===== config.mk =====
export PLATFORM = sky130hd
export DESIGN_NAME = syn_md_acq_sched
export DESIGN_NICKNAME = d
export VERILOG_FILES = /design/src/rtl/syn_md_pkg.sv /design/src/rtl/syn_md_rise_sync.sv /design/src/rtl/syn_md_acq_sched.sv
export SDC_FILE = /design/constraint.sdc
export NUM_CORES = 1
export LEC_CHECK = 0
export CORE_MARGIN = 2
export CORE_UTILIZATION = 47
export DETAILED_ROUTE_END_ITERATION = 8
export PLACE_DENSITY = 0.69
export SLEW_MARGIN = 20
export SYNTH_ARGS = -nofsm -noshare
export SYNTH_HDL_FRONTEND = slang
export SYNTH_SLANG_ARGS = --single-unit

===== constraint.sdc =====
create_clock -name clkin -period 5.8 [get_ports clkin]
set_input_delay 1.45 -clock clkin [delete_from_list [all_inputs] [get_ports clkin]]
set_output_delay 1.45 -clock clkin [all_outputs]
set_load 0.01 [all_outputs]

===== src/rtl/syn_md_pkg.sv =====
// -----------------------------------------------------------------------------
// syn_md_pkg
// Shared definitions for the sync-driven acquisition scheduler:
//   - default widths for the delay/window counters and the shot counter
//   - default sync-wait timeout length (used only with SYN_MD_TIMEOUT_EN)
//   - scheduler state encoding
//   - helper classifying states in which a sync edge is ignored
// -----------------------------------------------------------------------------
package syn_md_pkg;

  localparam int CNT_W_DEF       = 16;
  localparam int SHOT_W_DEF      = 8;
  localparam int TIMEOUT_CYC_DEF = 1048576;

  typedef enum logic [2:0] {
    ST_IDLE      = 3'd0,
    ST_WAIT_SYNC = 3'd1,
    ST_DELAY     = 3'd2,
    ST_WINDOW    = 3'd3,
    ST_DONE      = 3'd4
  } state_e;

  // A sync edge arriving while a shot is already being serviced is dropped.
  function automatic logic is_busy_shot(input state_e st);
    return (st == ST_DELAY) || (st == ST_WINDOW) || (st == ST_DONE);
  endfunction

endpackage


===== src/rtl/syn_md_rise_sync.sv =====
// -----------------------------------------------------------------------------
// syn_md_rise_sync
// Two-flop synchroniser for the raw tool sync marker plus a history flop used
// to detect a rising edge in the clkin domain.
// Ports:
//   clkin   - system clock (rising edge)
//   rst_n   - asynchronous active-low reset, clears all three flops
//   async_i - raw asynchronous sync marker
//   rise_o  - combinational one-cycle rise indication (s2 & ~s3)
// -----------------------------------------------------------------------------
module syn_md_rise_sync (
  input  logic clkin,
  input  logic rst_n,
  input  logic async_i,
  output logic rise_o
);

  logic s1_q;
  logic s2_q;
  logic s3_q;

  // Synchroniser chain and edge-history flop.
  always_ff @(posedge clkin or negedge rst_n) begin
    if (!rst_n) begin
      s1_q <= 1'b0;
      s2_q <= 1'b0;
      s3_q <= 1'b0;
    end else begin
      s1_q <= async_i;
      s2_q <= s1_q;
      s3_q <= s2_q;
    end
  end

  assign rise_o = s2_q & ~s3_q;

endmodule


===== src/rtl/syn_md_acq_sched.sv =====
// -----------------------------------------------------------------------------
// syn_md_acq_sched
// Acquisition scheduler: after an arm request, waits for a synchronised rise
// of the tool sync marker, counts a programmable delay, then opens an
// acquisition window of programmable length. Repeats for a programmable
// number of shots and signals completion.
//
// Optional feature: define SYN_MD_TIMEOUT_EN to build a sync-wait timeout of
// TIMEOUT_CYC cycles; otherwise WAIT_SYNC waits forever and timeout is 0.
//
// Ports:
//   clkin, rst_n        - clock (rising edge) / async active-low reset
//   syn_md_temp         - raw asynchronous sync marker
//   arm                 - level-sampled start request (honoured in IDLE only)
//   abort               - synchronous cancel, highest priority
//   dly_cfg, win_cfg    - delay and window length in cycles (latched at arm)
//   shots_cfg           - shots per sequence (latched at arm)
//   acq_en, acq_start   - window enable / first-window-cycle pulse
//   acq_done            - sequence-end pulse
//   busy                - high whenever not IDLE
//   shot_cnt            - shots completed in the current sequence
//   missed_sync         - pulse when a sync rise is ignored
//   timeout             - pulse when the sync wait expires
// -----------------------------------------------------------------------------
module syn_md_acq_sched
  import syn_md_pkg::*;
#(
  parameter int CNT_W       = CNT_W_DEF,
  parameter int SHOT_W      = SHOT_W_DEF,
  parameter int TIMEOUT_CYC = TIMEOUT_CYC_DEF
) (
  input  logic              clkin,
  input  logic              rst_n,
  input  logic              syn_md_temp,
  input  logic              arm,
  input  logic              abort,
  input  logic [CNT_W-1:0]  dly_cfg,
  input  logic [CNT_W-1:0]  win_cfg,
  input  logic [SHOT_W-1:0] shots_cfg,
  output logic              acq_en,
  output logic              acq_start,
  output logic              acq_done,
  output logic              busy,
  output logic [SHOT_W-1:0] shot_cnt,
  output logic              missed_sync,
  output logic              timeout
);

  state_e            state_q, state_d;
  logic [CNT_W-1:0]  dly_q, dly_d;
  logic [CNT_W-1:0]  win_q, win_d;
  logic [SHOT_W-1:0] shots_q, shots_d;
  logic [CNT_W-1:0]  dly_cnt_q, dly_cnt_d;
  logic [CNT_W-1:0]  win_cnt_q, win_cnt_d;
  logic [SHOT_W-1:0] shot_cnt_q, shot_cnt_d;
  logic              missed_d;
  logic              acq_en_q, acq_start_q, acq_done_q, busy_q, missed_q;
  logic              rise_s;

  syn_md_rise_sync u_rise_sync (
    .clkin   (clkin),
    .rst_n   (rst_n),
    .async_i (syn_md_temp),
    .rise_o  (rise_s)
  );

`ifdef SYN_MD_TIMEOUT_EN
  localparam int TMO_W = (TIMEOUT_CYC > 1) ? $clog2(TIMEOUT_CYC) : 1;
  localparam logic [TMO_W-1:0] TMO_LAST = TMO_W'(TIMEOUT_CYC - 1);

  logic [TMO_W-1:0] tmo_cnt_q;
  logic             tmo_hit_s;
  logic             timeout_d;
  logic             timeout_q;

  assign tmo_hit_s = (tmo_cnt_q == TMO_LAST);

  // Dwell counter: restarts on every WAIT_SYNC entry, counts while staying.
  always_ff @(posedge clkin or negedge rst_n) begin
    if (!rst_n) begin
      tmo_cnt_q <= '0;
      timeout_q <= 1'b0;
    end else begin
      if ((state_q == ST_WAIT_SYNC) && (state_d == ST_WAIT_SYNC)) begin
        tmo_cnt_q <= tmo_cnt_q + TMO_W'(1);
      end else begin
        tmo_cnt_q <= '0;
      end
      timeout_q <= timeout_d;
    end
  end

  assign timeout = timeout_q;
`else
  assign timeout = 1'b0;
`endif

  // Next-state, counter and latched-config logic; abort overrides everything.
  always_comb begin
    state_d    = state_q;
    dly_d      = dly_q;
    win_d      = win_q;
    shots_d    = shots_q;
    dly_cnt_d  = dly_cnt_q;
    win_cnt_d  = win_cnt_q;
    shot_cnt_d = shot_cnt_q;
    missed_d   = 1'b0;
`ifdef SYN_MD_TIMEOUT_EN
    timeout_d  = 1'b0;
`endif
    if (abort) begin
      state_d = ST_IDLE;
    end else begin
      // Ignored rises in the shot-servicing states are reported, not queued.
      missed_d = rise_s & is_busy_shot(state_q);
      case (state_q)
        ST_IDLE: begin
          if (arm) begin
            dly_d      = dly_cfg;
            win_d      = (win_cfg == '0) ? CNT_W'(1) : win_cfg;
            shots_d    = (shots_cfg == '0) ? SHOT_W'(1) : shots_cfg;
            shot_cnt_d = '0;
            state_d    = ST_WAIT_SYNC;
          end else begin
            state_d = ST_IDLE;
          end
        end
        ST_WAIT_SYNC: begin
          if (rise_s) begin
            if (dly_q == '0) begin
              win_cnt_d = win_q;
              state_d   = ST_WINDOW;
            end else begin
              dly_cnt_d = dly_q;
              state_d   = ST_DELAY;
            end
`ifdef SYN_MD_TIMEOUT_EN
          end else if (tmo_hit_s) begin
            timeout_d = 1'b1;
            state_d   = ST_IDLE;
`endif
          end else begin
            state_d = ST_WAIT_SYNC;
          end
        end
        ST_DELAY: begin
          // Counter was loaded with D on entry, so D cycles elapse in DELAY.
          if (dly_cnt_q == CNT_W'(1)) begin
            win_cnt_d = win_q;
            state_d   = ST_WINDOW;
          end else begin
            dly_cnt_d = dly_cnt_q - CNT_W'(1);
          end
        end
        ST_WINDOW: begin
          if (win_cnt_q == CNT_W'(1)) begin
            shot_cnt_d = shot_cnt_q + SHOT_W'(1);
            state_d    = (shot_cnt_d == shots_q) ? ST_DONE : ST_WAIT_SYNC;
          end else begin
            win_cnt_d = win_cnt_q - CNT_W'(1);
          end
        end
        ST_DONE: begin
          state_d = ST_IDLE;
        end
        default: begin
          state_d = ST_IDLE;
        end
      endcase
    end
  end

  // State, latched configuration and counters.
  always_ff @(posedge clkin or negedge rst_n) begin
    if (!rst_n) begin
      state_q    <= ST_IDLE;
      dly_q      <= '0;
      win_q      <= '0;
      shots_q    <= '0;
      dly_cnt_q  <= '0;
      win_cnt_q  <= '0;
      shot_cnt_q <= '0;
    end else begin
      state_q    <= state_d;
      dly_q      <= dly_d;
      win_q      <= win_d;
      shots_q    <= shots_d;
      dly_cnt_q  <= dly_cnt_d;
      win_cnt_q  <= win_cnt_d;
      shot_cnt_q <= shot_cnt_d;
    end
  end

  // Outputs registered from the next state so they align with the state flop.
  always_ff @(posedge clkin or negedge rst_n) begin
    if (!rst_n) begin
      acq_en_q    <= 1'b0;
      acq_start_q <= 1'b0;
      acq_done_q  <= 1'b0;
      busy_q      <= 1'b0;
      missed_q    <= 1'b0;
    end else begin
      acq_en_q    <= (state_d == ST_WINDOW);
      acq_start_q <= (state_d == ST_WINDOW) && (state_q != ST_WINDOW);
      acq_done_q  <= (state_d == ST_DONE);
      busy_q      <= (state_d != ST_IDLE);
      missed_q    <= missed_d;
    end
  end

  assign acq_en      = acq_en_q;
  assign acq_start   = acq_start_q;
  assign acq_done    = acq_done_q;
  assign busy        = busy_q;
  assign shot_cnt    = shot_cnt_q;
  assign missed_sync = missed_q;

endmodule


==> flow_metrics.tcl <==
set metrics [dict create \
    outcome "finished clean" \
    place.gp.congestion 0.820 \
    grt_pass1_wl_mm 18.9 \
    drv_cap 0 \
    antennaDiodeCount 0 \
    vias 3972 \
    worstSetupStartpoint "abort" \
    final_area_um2 5660 \
    synth_area_leaders "dfrtp_1 47%, mux2_2 8.9%, o21ai_0 3.1%" \
    initial_core_util_pct 47.7 \
    hp-class "register to register" \
    drc 0 \
    holdWs_ns 0.358 \
    io_pins 59 \
    start_kind "input port" \
    syn_to_final_growth_pct 17.2 \
    drt_iter0_markers 236 \
    relSlewSlack_pct 22.2 \
    cp.required_ns 6.10 \
    yosysTopAreaCell "dfrtp_1" \
    core-area_um2 10100 \
    drtPass1Iterations 5 \
    overflow 0 \
    cts_sinks 91 \
    cts_resized 0 \
    ys_ff_latch 91 \
    die_y_um 105 \
    netlist-cell-type-count 65 \
    regToRegStartpoint "dly_cnt_q[6]$_DFFE_PN0P_" \
    insertion_delay_ns 0.37 \
    layoutNonFillerInstCount 657 \
    routedWlPerCell_um 17.4 \
    first_global_vias 3739 \
    final_util_pct 55.8 \
    root_buffer "clkbuf_8" \
    layout_min_cycle_time_ns 3.49 \
    place_area_um2 5480 \
    numPortBuffers 57 \
    synth_top_area_share_pct 47.1 \
    synthesis.nets 523 \
    synth_area_um2 4830 \
    ys_seq_area_share_pct 47.1 \
    worstSetupPathType "input port to register" \
    timing.setup.tns_ns 0 \
    htreeDepth 3 \
    grtUsageTotal_pct 21.3 \
    p_leak_nw 2.20 \
    synthArstFlopShare_pct 100 \
    setup_viol 0 \
    postCtsHoldBufs 0 \
    yosysWarnings 0 \
    powerDensity_nw_per_um2 336 \
    cts_tree "built" \
    dpl.hpwl_mm 7.76 \
    cts_buffer_depth 2 \
    synth_top_flop_cell "dfrtp_1" \
    chipWidth_um 105 \
    vias_per_cell 6.05 \
    drive_gt1_share_pct 13.6 \
    worst_slew_pin_slew_ns 1.17 \
    rows 37 \
    irDropWorstVdd_mv 0.163 \
    fmaxAchievable_mhz 286 \
    hold_viol 0 \
    routed_wl_mm 11.4 \
    crit_path_end_kind "register" \
    clkTransAtPathRegs_ns 0.09 \
    syn_area_per_cell_um2 10.2 \
    rsz0062_at_grt "false" \
    clock_skew_ns 0.0126 \
    crit_arrival_ns 3.80 \
    nets 566 \
    grt_max_degree 55 \
    synth_edf_count 0 \
    dpl.cell_count 641 \
    synthCells 473 \
    dieArea_um2 11100 \
    antenna_found_initial 0 \
    period_share_pct 60.2 \
    drt.antenna.violating_nets 0 \
    cts_buffers 9 \
    slew_violations 0 \
    hp-start "u_rise_sync.s1_q$_DFF_PN0_" \
    crit_fanout 27 \
    post_cts_buffers 0 \
]
synth_stat cells, types with 4 or more instances:
cell type  instances
clkbuf_1          19
a22oi_1            7
o21ai_0           30
o311ai_0           9
ha_1               5
a31oi_1            8
nor2_1            36
nor3_1            15
and4_1             4
o31ai_1           13
inv_1              9
nor3b_1            4
a21oi_1           26
o2bb2ai_1         13
xor2_1             4
nor4_1            14
dfrtp_1           91
mux2_2            38
nand2_1           25
buf_2              6
nand3_1           16
xnor2_1            6
where the power goes:
part | total (mW) | internal [mW] | switching, mW
Clock | 0.406 | 0.167 | 0.240
Sequential | 0.999 | 0.810 | 0.188
Combinational | 0.500 | 0.255 | 0.244
cell families (layout without fill, tap and decap cells):
| group | after synthesis | after routing | share of synthesized area [%] |
|---|---|---|---|
| other | 1 | 1 | 0.0776 |
| buffers and inverters | 38 | 86 | 3.34 |
| multiplexers | 40 | 40 | 9.27 |
| adder cells (fa/ha/maj) | 5 | 5 | 1.29 |
| AO/OA/AOI/OAI | 141 | 141 | 20.2 |
| XOR/XNOR | 11 | 11 | 2.28 |
| flip-flops | 91 | 91 | 47.1 |
| AND/OR/NAND/NOR | 146 | 146 | 16.4 |
through the flow:
step,setup WS (ns),total power [mW]
4_1_cts,1.98,1.91
5_1_grt,2.17,2.02
2_1_floorplan,2.99,1.33
3_3_place_gp,1.71,1.48
6_report,2.31,1.90
3_5_place_dp,1.56,1.50
path summary, 6_finish.rpt:
| check | end | slack, ns | cells past startpoint |
|---|---|---|---|
| setup / recovery | shot_cnt[6]$_DFFE_PN0P_ | 2.31 | 7 |
| hold / removal | u_rise_sync.s2_q$_DFF_PN0_ | 0.36 | 0 |
| setup reg to reg | win_cnt_q[1]$_DFFE_PN0P_ | 2.47 | 6 |
| hold reg to reg | u_rise_sync.s2_q$_DFF_PN0_ | 0.36 | 0 |
| max in group asynchronous | shots_q[1]$_DFFE_PN0P_ | 3.68 | 2 |
| min in group asynchronous | dly_cnt_q[2]$_DFFE_PN0P_ | 1.04 | 1 |
critical path, stage by stage:
cell and delay (ns):
clkdlybuf4s50_1 0.59, nor2_1 0.08, nand3_2 0.41, buf_4 0.41, a21boi_0 0.50, o21ba_2 0.23, mux2i_1 0.12
layer usage:
metal / vias to the layer above / GRT usage, % / routed length, um
met3: 15 / 2.84 / 538
li1: 1898 / - / -
met1: 1954 / 30.8 / 5410
met2: 105 / 32.2 / 5290
met5: - / 0 / 0
met4: 0 / 8.48 / 211
area by class of cell:
| class | instances | area [um^2] |
|---|---|---|
| Fill cell | 905 | 4480 |
| Multi-Input combinational cell | 344 | 2410 |
| Sequential cell | 91 | 2280 |
| Tap cell | 136 | 170 |
| Clock buffer | 10 | 138 |
| Timing Repair Buffer | 60 | 591 |
| Clock inverter | 6 | 41.3 |
| Inverter | 10 | 37.5 |
cell usage in the layout (no fill, tap or decap), drive strengths merged, types with 12 or more instances in the layout:
master	n
dfrtp	91
clkdlybuf4s50	56
mux2	38
nor2	37
o21ai	31
a21oi	26
nand2	25
nand3	16
nor3	15
nor4	15
o31ai	14
o2bb2ai	13
o311ai	12
state kept, by name (all words and copies together) (netlist names), 3 cells and up:
signal	cells
dly_cnt_q	16
dly_q	16
win_cnt_q	16
win_q	16
shot_cnt	8
shots_q	8
state_q	3
(Power assumes the default switching activity.)
